## src/rtl/ysyx22040413_ifu_pkg.sv

```systemverilog
// Shared definitions for the instruction fetch unit: widths, reset PC and
// the fetch state encoding used by the request/response sequencer.
package ysyx22040413_ifu_pkg;

    // Address/PC width of the core (same value as the core-wide register bus).
    localparam int REG_BUS = 64;

    // Instruction word width.
    localparam int INST_W = 32;

    // PC loaded into the fetch unit when reset is applied.
    localparam logic [REG_BUS-1:0] PC_RESET = 64'h0000_0000_8000_0000;

    // Instruction bus type.
    typedef logic [INST_W-1:0] inst_bus_t;

    // REQ:  allowed to issue a request.
    // WAIT: one request outstanding, its response will be buffered.
    // DROP: one request outstanding, its response belongs to a flushed path.
    typedef enum logic [1:0] {
        ST_REQ  = 2'd0,
        ST_WAIT = 2'd1,
        ST_DROP = 2'd2
    } ifu_state_e;

endpackage

```

## src/rtl/ysyx22040413_fetch_buf.sv

```systemverilog
// Small synchronous FIFO of fetched {inst, pc} pairs. The head entry is kept
// in dedicated registers so the decode stage sees registered outputs, and
// the head holds its last value whenever the FIFO is empty.
module ysyx22040413_fetch_buf
    import ysyx22040413_ifu_pkg::*;
#(
    parameter int XLEN  = REG_BUS,
    parameter int DEPTH = 2,
    localparam int PTR_W = $clog2(DEPTH),
    localparam int CNT_W = $clog2(DEPTH) + 1
) (
    input  logic              clk,
    input  logic              rst,
    input  logic              push,
    input  logic [INST_W-1:0] push_inst,
    input  logic [XLEN-1:0]   push_pc,
    input  logic              pop,
    input  logic              flush,
    output logic [CNT_W-1:0]  count,
    output logic [INST_W-1:0] head_inst,
    output logic [XLEN-1:0]   head_pc
);

    logic [INST_W-1:0] inst_mem [DEPTH];
    logic [XLEN-1:0]   pc_mem   [DEPTH];

    logic [PTR_W-1:0]  wr_ptr;
    logic [PTR_W-1:0]  rd_ptr;
    logic [PTR_W-1:0]  rd_ptr_next;
    logic [CNT_W-1:0]  count_next;
    logic              do_push;
    logic              do_pop;
    logic              head_from_push;
    logic [INST_W-1:0] head_inst_next;
    logic [XLEN-1:0]   head_pc_next;

    // Qualify push/pop (flush wins over both) and work out what the head
    // registers must show after this edge; when the new head is the entry
    // being written right now it is taken straight from the push data.
    always_comb begin
        do_push        = push && !flush && (count < CNT_W'(DEPTH));
        do_pop         = pop && !flush && (count != '0);
        rd_ptr_next    = do_pop ? rd_ptr + PTR_W'(1) : rd_ptr;
        count_next     = count + CNT_W'(do_push) - CNT_W'(do_pop);
        head_from_push = do_push && (rd_ptr_next == wr_ptr);
        head_inst_next = head_inst;
        head_pc_next   = head_pc;
        if (!flush && (count_next != '0)) begin
            if (head_from_push) begin
                head_inst_next = push_inst;
                head_pc_next   = push_pc;
            end else begin
                head_inst_next = inst_mem[rd_ptr_next];
                head_pc_next   = pc_mem[rd_ptr_next];
            end
        end
    end

    // Pointer, occupancy and head registers; a flush empties the FIFO but
    // leaves the head registers at their last value.
    always_ff @(posedge clk or posedge rst) begin
        if (rst) begin
            wr_ptr    <= '0;
            rd_ptr    <= '0;
            count     <= '0;
            head_inst <= '0;
            head_pc   <= '0;
        end else begin
            if (flush) begin
                wr_ptr <= '0;
                rd_ptr <= '0;
                count  <= '0;
            end else begin
                if (do_push) begin
                    wr_ptr <= wr_ptr + PTR_W'(1);
                end
                rd_ptr <= rd_ptr_next;
                count  <= count_next;
            end
            head_inst <= head_inst_next;
            head_pc   <= head_pc_next;
        end
    end

    // Storage array; contents are only meaningful below the occupancy count,
    // so it needs no reset.
    always_ff @(posedge clk) begin
        if (do_push) begin
            inst_mem[wr_ptr] <= push_inst;
            pc_mem[wr_ptr]   <= push_pc;
        end
    end

endmodule

```

## src/rtl/ysyx22040413_ifu.sv

```systemverilog
// Instruction fetch unit: owns the PC, issues one 32-bit fetch at a time to
// instruction memory, buffers the returned words and hands {inst, pc} to
// decode. A redirect from execute flushes everything fetched on the old path.
module ysyx22040413_ifu #(
    parameter int               XLEN      = 64,
    parameter logic [XLEN-1:0]  PC_RESET  = 64'h0000_0000_8000_0000,
    parameter int               BUF_DEPTH = 2
) (
    input  logic            clk,
    input  logic            rst,
    output logic            imem_req_valid,
    input  logic            imem_req_ready,
    output logic [XLEN-1:0] imem_req_addr,
    input  logic            imem_resp_valid,
    input  logic [31:0]     imem_resp_data,
    input  logic            redirect_valid,
    input  logic [XLEN-1:0] redirect_pc,
    output logic            inst_valid,
    input  logic            inst_ready,
    output logic [31:0]     inst,
    output logic [XLEN-1:0] inst_pc
);

    import ysyx22040413_ifu_pkg::*;

    localparam int CNT_W = $clog2(BUF_DEPTH) + 1;

    ifu_state_e       state;
    ifu_state_e       state_next;
    logic [XLEN-1:0]  fetch_pc;
    logic [XLEN-1:0]  fetch_pc_next;
    logic [XLEN-1:0]  req_pc;
    logic [XLEN-1:0]  req_pc_next;
    logic             req_fire;
    logic             buf_push;
    logic             buf_pop;
    logic [CNT_W-1:0] buf_count;

    // A request is only offered when the buffer has room for its response,
    // which is what keeps the FIFO from ever overflowing.
    assign imem_req_valid = (state == ST_REQ) && (buf_count < CNT_W'(BUF_DEPTH)) && !rst;
    assign imem_req_addr  = fetch_pc;
    assign req_fire       = imem_req_valid && imem_req_ready;
    assign inst_valid     = (buf_count != '0);
    assign buf_pop        = inst_valid && inst_ready;

    // State, fetch PC and the PC of the outstanding request.
    always_ff @(posedge clk or posedge rst) begin
        if (rst) begin
            state    <= ST_REQ;
            fetch_pc <= PC_RESET;
            req_pc   <= PC_RESET;
        end else begin
            state    <= state_next;
            fetch_pc <= fetch_pc_next;
            req_pc   <= req_pc_next;
        end
    end

    // Fetch sequencing; a redirect overrides normal progress and decides
    // whether a request is still in flight that must have its data dropped.
    always_comb begin
        state_next    = state;
        fetch_pc_next = fetch_pc;
        req_pc_next   = req_pc;
        buf_push      = 1'b0;
        if (redirect_valid) begin
            fetch_pc_next = {redirect_pc[XLEN-1:2], 2'b00};
            case (state)
                ST_WAIT, ST_DROP: state_next = imem_resp_valid ? ST_REQ : ST_DROP;
                default:          state_next = req_fire ? ST_DROP : ST_REQ;
            endcase
        end else begin
            case (state)
                ST_REQ: begin
                    if (req_fire) begin
                        req_pc_next   = fetch_pc;
                        fetch_pc_next = fetch_pc + XLEN'(4);
                        state_next    = ST_WAIT;
                    end
                end
                ST_WAIT: begin
                    if (imem_resp_valid) begin
                        buf_push   = 1'b1;
                        state_next = ST_REQ;
                    end
                end
                ST_DROP: begin
                    if (imem_resp_valid) begin
                        state_next = ST_REQ;
                    end
                end
                default: state_next = ST_REQ;
            endcase
        end
    end

    ysyx22040413_fetch_buf #(
        .XLEN  (XLEN),
        .DEPTH (BUF_DEPTH)
    ) u_fetch_buf (
        .clk       (clk),
        .rst       (rst),
        .push      (buf_push),
        .push_inst (imem_resp_data),
        .push_pc   (req_pc),
        .pop       (buf_pop),
        .flush     (redirect_valid),
        .count     (buf_count),
        .head_inst (inst),
        .head_pc   (inst_pc)
    );

endmodule

```

## config.mk

```make
export PLATFORM = sky130hd
export DESIGN_NAME = ysyx22040413_ifu
export DESIGN_NICKNAME = d
export VERILOG_FILES = /design/src/rtl/ysyx22040413_ifu_pkg.sv /design/src/rtl/ysyx22040413_fetch_buf.sv /design/src/rtl/ysyx22040413_ifu.sv
export SDC_FILE = /design/constraint.sdc
export NUM_CORES = 1
export LEC_CHECK = 0
export CAP_MARGIN = 10
export CORE_MARGIN = 2
export CORE_UTILIZATION = 59
export DETAILED_ROUTE_END_ITERATION = 16
export PLACE_DENSITY = 0.95
export SLEW_MARGIN = 0
export SYNTH_ARGS = -nofsm -noshare
export SYNTH_HDL_FRONTEND = slang
export SYNTH_SLANG_ARGS = --single-unit
```

## constraint.sdc

```tcl
create_clock -name clk -period 12.3 [get_ports clk]
set_input_delay 3.075 -clock clk [delete_from_list [all_inputs] [get_ports clk]]
set_output_delay 3.075 -clock clk [all_outputs]
set_load 0.1 [all_outputs]
```

==> key figures <==
Cells and area
  – Layout cells sized above 1: 0.0973
  – Area growth from synthesis to layout: 23.2%
  – Filler cells: 1785
  – Final #Nets: 1749
  – Post-layout util: 0.736

Die
  – DIE HEIGHT: 177 um
  – Io pins: 264
  – Row Count: 63
  – Area of the die: 0.0313 mm^2
  – Initial Utilization: 0.597
  – Die width: 177 um
  – Core Region: 0.0296 mm^2

Power and ir drop
  – Sequential power share: 0.381
  – Clock power share: 0.226
  – Comb power frac: 0.393
  – Cell-internal power: 2990 uW
  – Net Sw Frac: 0.442
  – Net Switching: 2370 uW
  – Leak: 0.00817 uW
  – Peak VDD IR: 0.165 mV
  – PwrDens: 246 mW/mm^2

Synthesis
  – Largest cells by area after synthesis: edfxtp_1 32%, dfrtp_1 31%, a221oi_1 4.7%, mux2_2 4.2%, o31ai_1 4.2%
  – Share of the synthesized area in the top cell type: 0.320
  – Largest area contributor in the netlist: edfxtp_1
  – Post-Syn Instances: 1447
  – Share of the yosys chip area belonging to registers: 0.638
  – Synth unique cells: 48
  – Post-synthesis cell area: 0.0176 mm^2
  – Most frequent cell after synthesis: dfrtp_1
  – Asr flop ratio synth: 0.544
  – Number of flops mapped to enable cells by yosys: 188
  – Synthesized flop and latch total: 412
  – Commonest cells in the netlist: 222 x dfrtp_1, 188 x edfxtp_1, 161 x nand2_1
  – Syn Area/Cell: 12.2 um^2
  – Ys flop type: dfrtp_1
  – Synth warn: 0

Clock tree
  – CTS HTree Levels: 2
  – Post-CTS Setup Bufs: 0
  – # resized after CTS: 0
  – Bufs on Longest Clock Path: 3
  – Clock transition at path regs: 60 ps
  – CTS tree: done
  – Clk_lat worst skew: 540 ps
  – Number of hold buffers added after CTS: 0
  – Root buffer cell: clkbuf_16
  – Clock sink total: 412
  – CTS Buf Count: 42

Worst setup path
  – Critical Path End Type: output port
  – Required time worst endpoint: 9220 ps
  – Crit path DAT: 5260 ps
  – Worst reg2reg path depth: 11
  – Setup CP Type: in2out
  – CP Launch Type: primary input
  – Crit path max fanout: 3

STA
  – TNS Setup: 0 ps
  – Fmax: 0.120 GHz
  – Final setup viols: 0
  – RSZ-0062 raised after global routing: false
  – Worst-margin pin slew: 1280 ps
  – Final hold viol count: 0
  – Clock skew: 18.2 ps
  – Final min period: 8340 ps
  – Final worst-path cycle share: 0.678
  – Max-slew headroom: 0.143
  – Max Slew Vio Count: 0

GRT
  – Overall Global Routing Usage: 0.311
  – GR Overflow Total: 0
  – Largest net degree at the start of global routing: 152
  – First-pass GRT wire length: 75800 um
  – Initial antenna violation count: 4
  – Number of global-route vias before repair: 13700

Job
  – Max-cap viol count: 0

Route
  – Detailed Route WL: 49000 um
  – DRT iter0 DRCs: 1787
  – Vias: 13800
  – Number of vias per cell: 6.65
  – Wire per inst: 23.7 um
  – Drt drc: 0
  – Detailed-router iteration count before antenna repair: 5
  – Remaining antenna violation count: 0

Placement
  – Number of port buffers: 257
  – GP Congestion: 0.806
  – DPL Wire Length: 28100 um

Worst hold path
  – Hold Path Cell Cnt: 2
  – Tightest Hold Check Type: reg2reg

Status
  – Status: finished clean
## critical path, cell delays in order
cell and delay, ps:
clkdlybuf4s50_1 540, nor3b_1 390, clkdlybuf4s50_1 1250
## cell type report
| type | count | area [um^2] | share of cell area |
|---|---|---|---|
| Antenna cell | 4 | 10.0 | 0.000460 |
| Clock buffer | 64 | 1230 | 0.0564 |
| Multi-Input combinational cell | 895 | 5920 | 0.272 |
| Timing Repair Buffer | 276 | 2710 | 0.125 |
| Inverter | 15 | 65.1 | 0.00299 |
| Clock inverter | 13 | 68.8 | 0.00316 |
| Sequential cell | 412 | 11300 | 0.518 |
| Tap cell | 390 | 488 | 0.0224 |
## placed cells by master, fill, tap and decap left out, types with 5 or more instances in the layout
master / synthesis / layout
buf_4: 4 / 19
or3_1: 12 / 11
nand4_1: 27 / 27
o31ai_1: 98 / 98
mux2_2: 66 / 66
xnor2_1: 20 / 20
ha_1: 5 / 5
edfxtp_1: 188 / 188
a221oi_1: 94 / 94
nor2_1: 27 / 23
clkdlybuf4s50_1: 0 / 256
clkinv_2: 0 / 8
nor4_1: 11 / 11
clkbuf_16: 0 / 45
nor3_1: 103 / 103
and2_1: 5 / 5
and3_1: 98 / 98
a31oi_1: 14 / 14
inv_1: 14 / 13
and4_1: 7 / 7
nand3_1: 28 / 27
or4_1: 11 / 11
o21ai_0: 55 / 54
xor2_1: 21 / 21
clkbuf_1: 116 / 16
nand2_1: 161 / 160
dfrtp_1: 222 / 222
## through the flow
stage / power (uW) / hold slack, ps / setup slack, ps / cell area (um^2) / instances
detailed placement: 4150 / 468 / 4050 / 20400 / 1988
global placement: 4080 / 459 / 4150 / 20400 / 1988
CTS: 5360 / 481 / 3990 / 21700 / 2065
global route: 5530 / 499 / 3910 / 21700 / 2068
floorplan: 3580 / 461 / 3090 / 17700 / 1450
finish: 5360 / 477 / 3960 / 21700 / 2069
## sequential cells by signal (all words and copies together), names as in the netlist
name / flops
imem_req_addr: 62
req_pc: 62
state: 2
u_fetch_buf.count: 2
u_fetch_buf.head_inst: 32
u_fetch_buf.head_pc: 62
u_fetch_buf.inst_mem: 64
u_fetch_buf.pc_mem: 124
u_fetch_buf.rd_ptr: 1
u_fetch_buf.wr_ptr: 1
## path summary, 6_finish.rpt
kind | startpoint | slack (ps) | to
max reg2reg | u_fetch_buf.count[1] | 8300 | u_fetch_buf.head_inst[2]
min in group asynchronous | rst | 3260 | imem_req_addr[3]
min reg2reg | u_fetch_buf.head_pc[63] | 480 | u_fetch_buf.head_pc[63]
max | rst | 3960 | imem_req_valid
min | u_fetch_buf.head_pc[63] | 480 | u_fetch_buf.head_pc[63]
max in group asynchronous | rst | 7330 | req_pc[50]
## power by group through the flow
stage,clock (uW),sequential [uW],combinational (uW)
floorplan,0,3130,445
global placement,0,2030,2050
detailed placement,0,2050,2100
CTS,1220,2040,2110
global route,1270,2070,2180
finish,1210,2040,2100
## metal layers
metal | share of wire | global-route usage | up-vias
li1 | - | - | 5891
met1 | 0.37 | 0.416 | 6769
met2 | 0.49 | 0.495 | 954
met3 | 0.11 | 0.0662 | 143
met4 | 0.039 | 0.134 | 0
met5 | 0 | 0 | -
## logic make-up after synthesis
group / count (synthesis) / synth area share
and+or+nand+nor: 504 / 0.147
muxes: 67 / 0.0427
other: 1 / 0.000213
adders and majority gates: 5 / 0.00355
AOI/OAI and AO/OA: 271 / 0.113
DFF: 412 / 0.638
buffers and inverters: 143 / 0.0319
xor gates and xnor gates: 44 / 0.0242
Power figures use the tool's default switching activity.
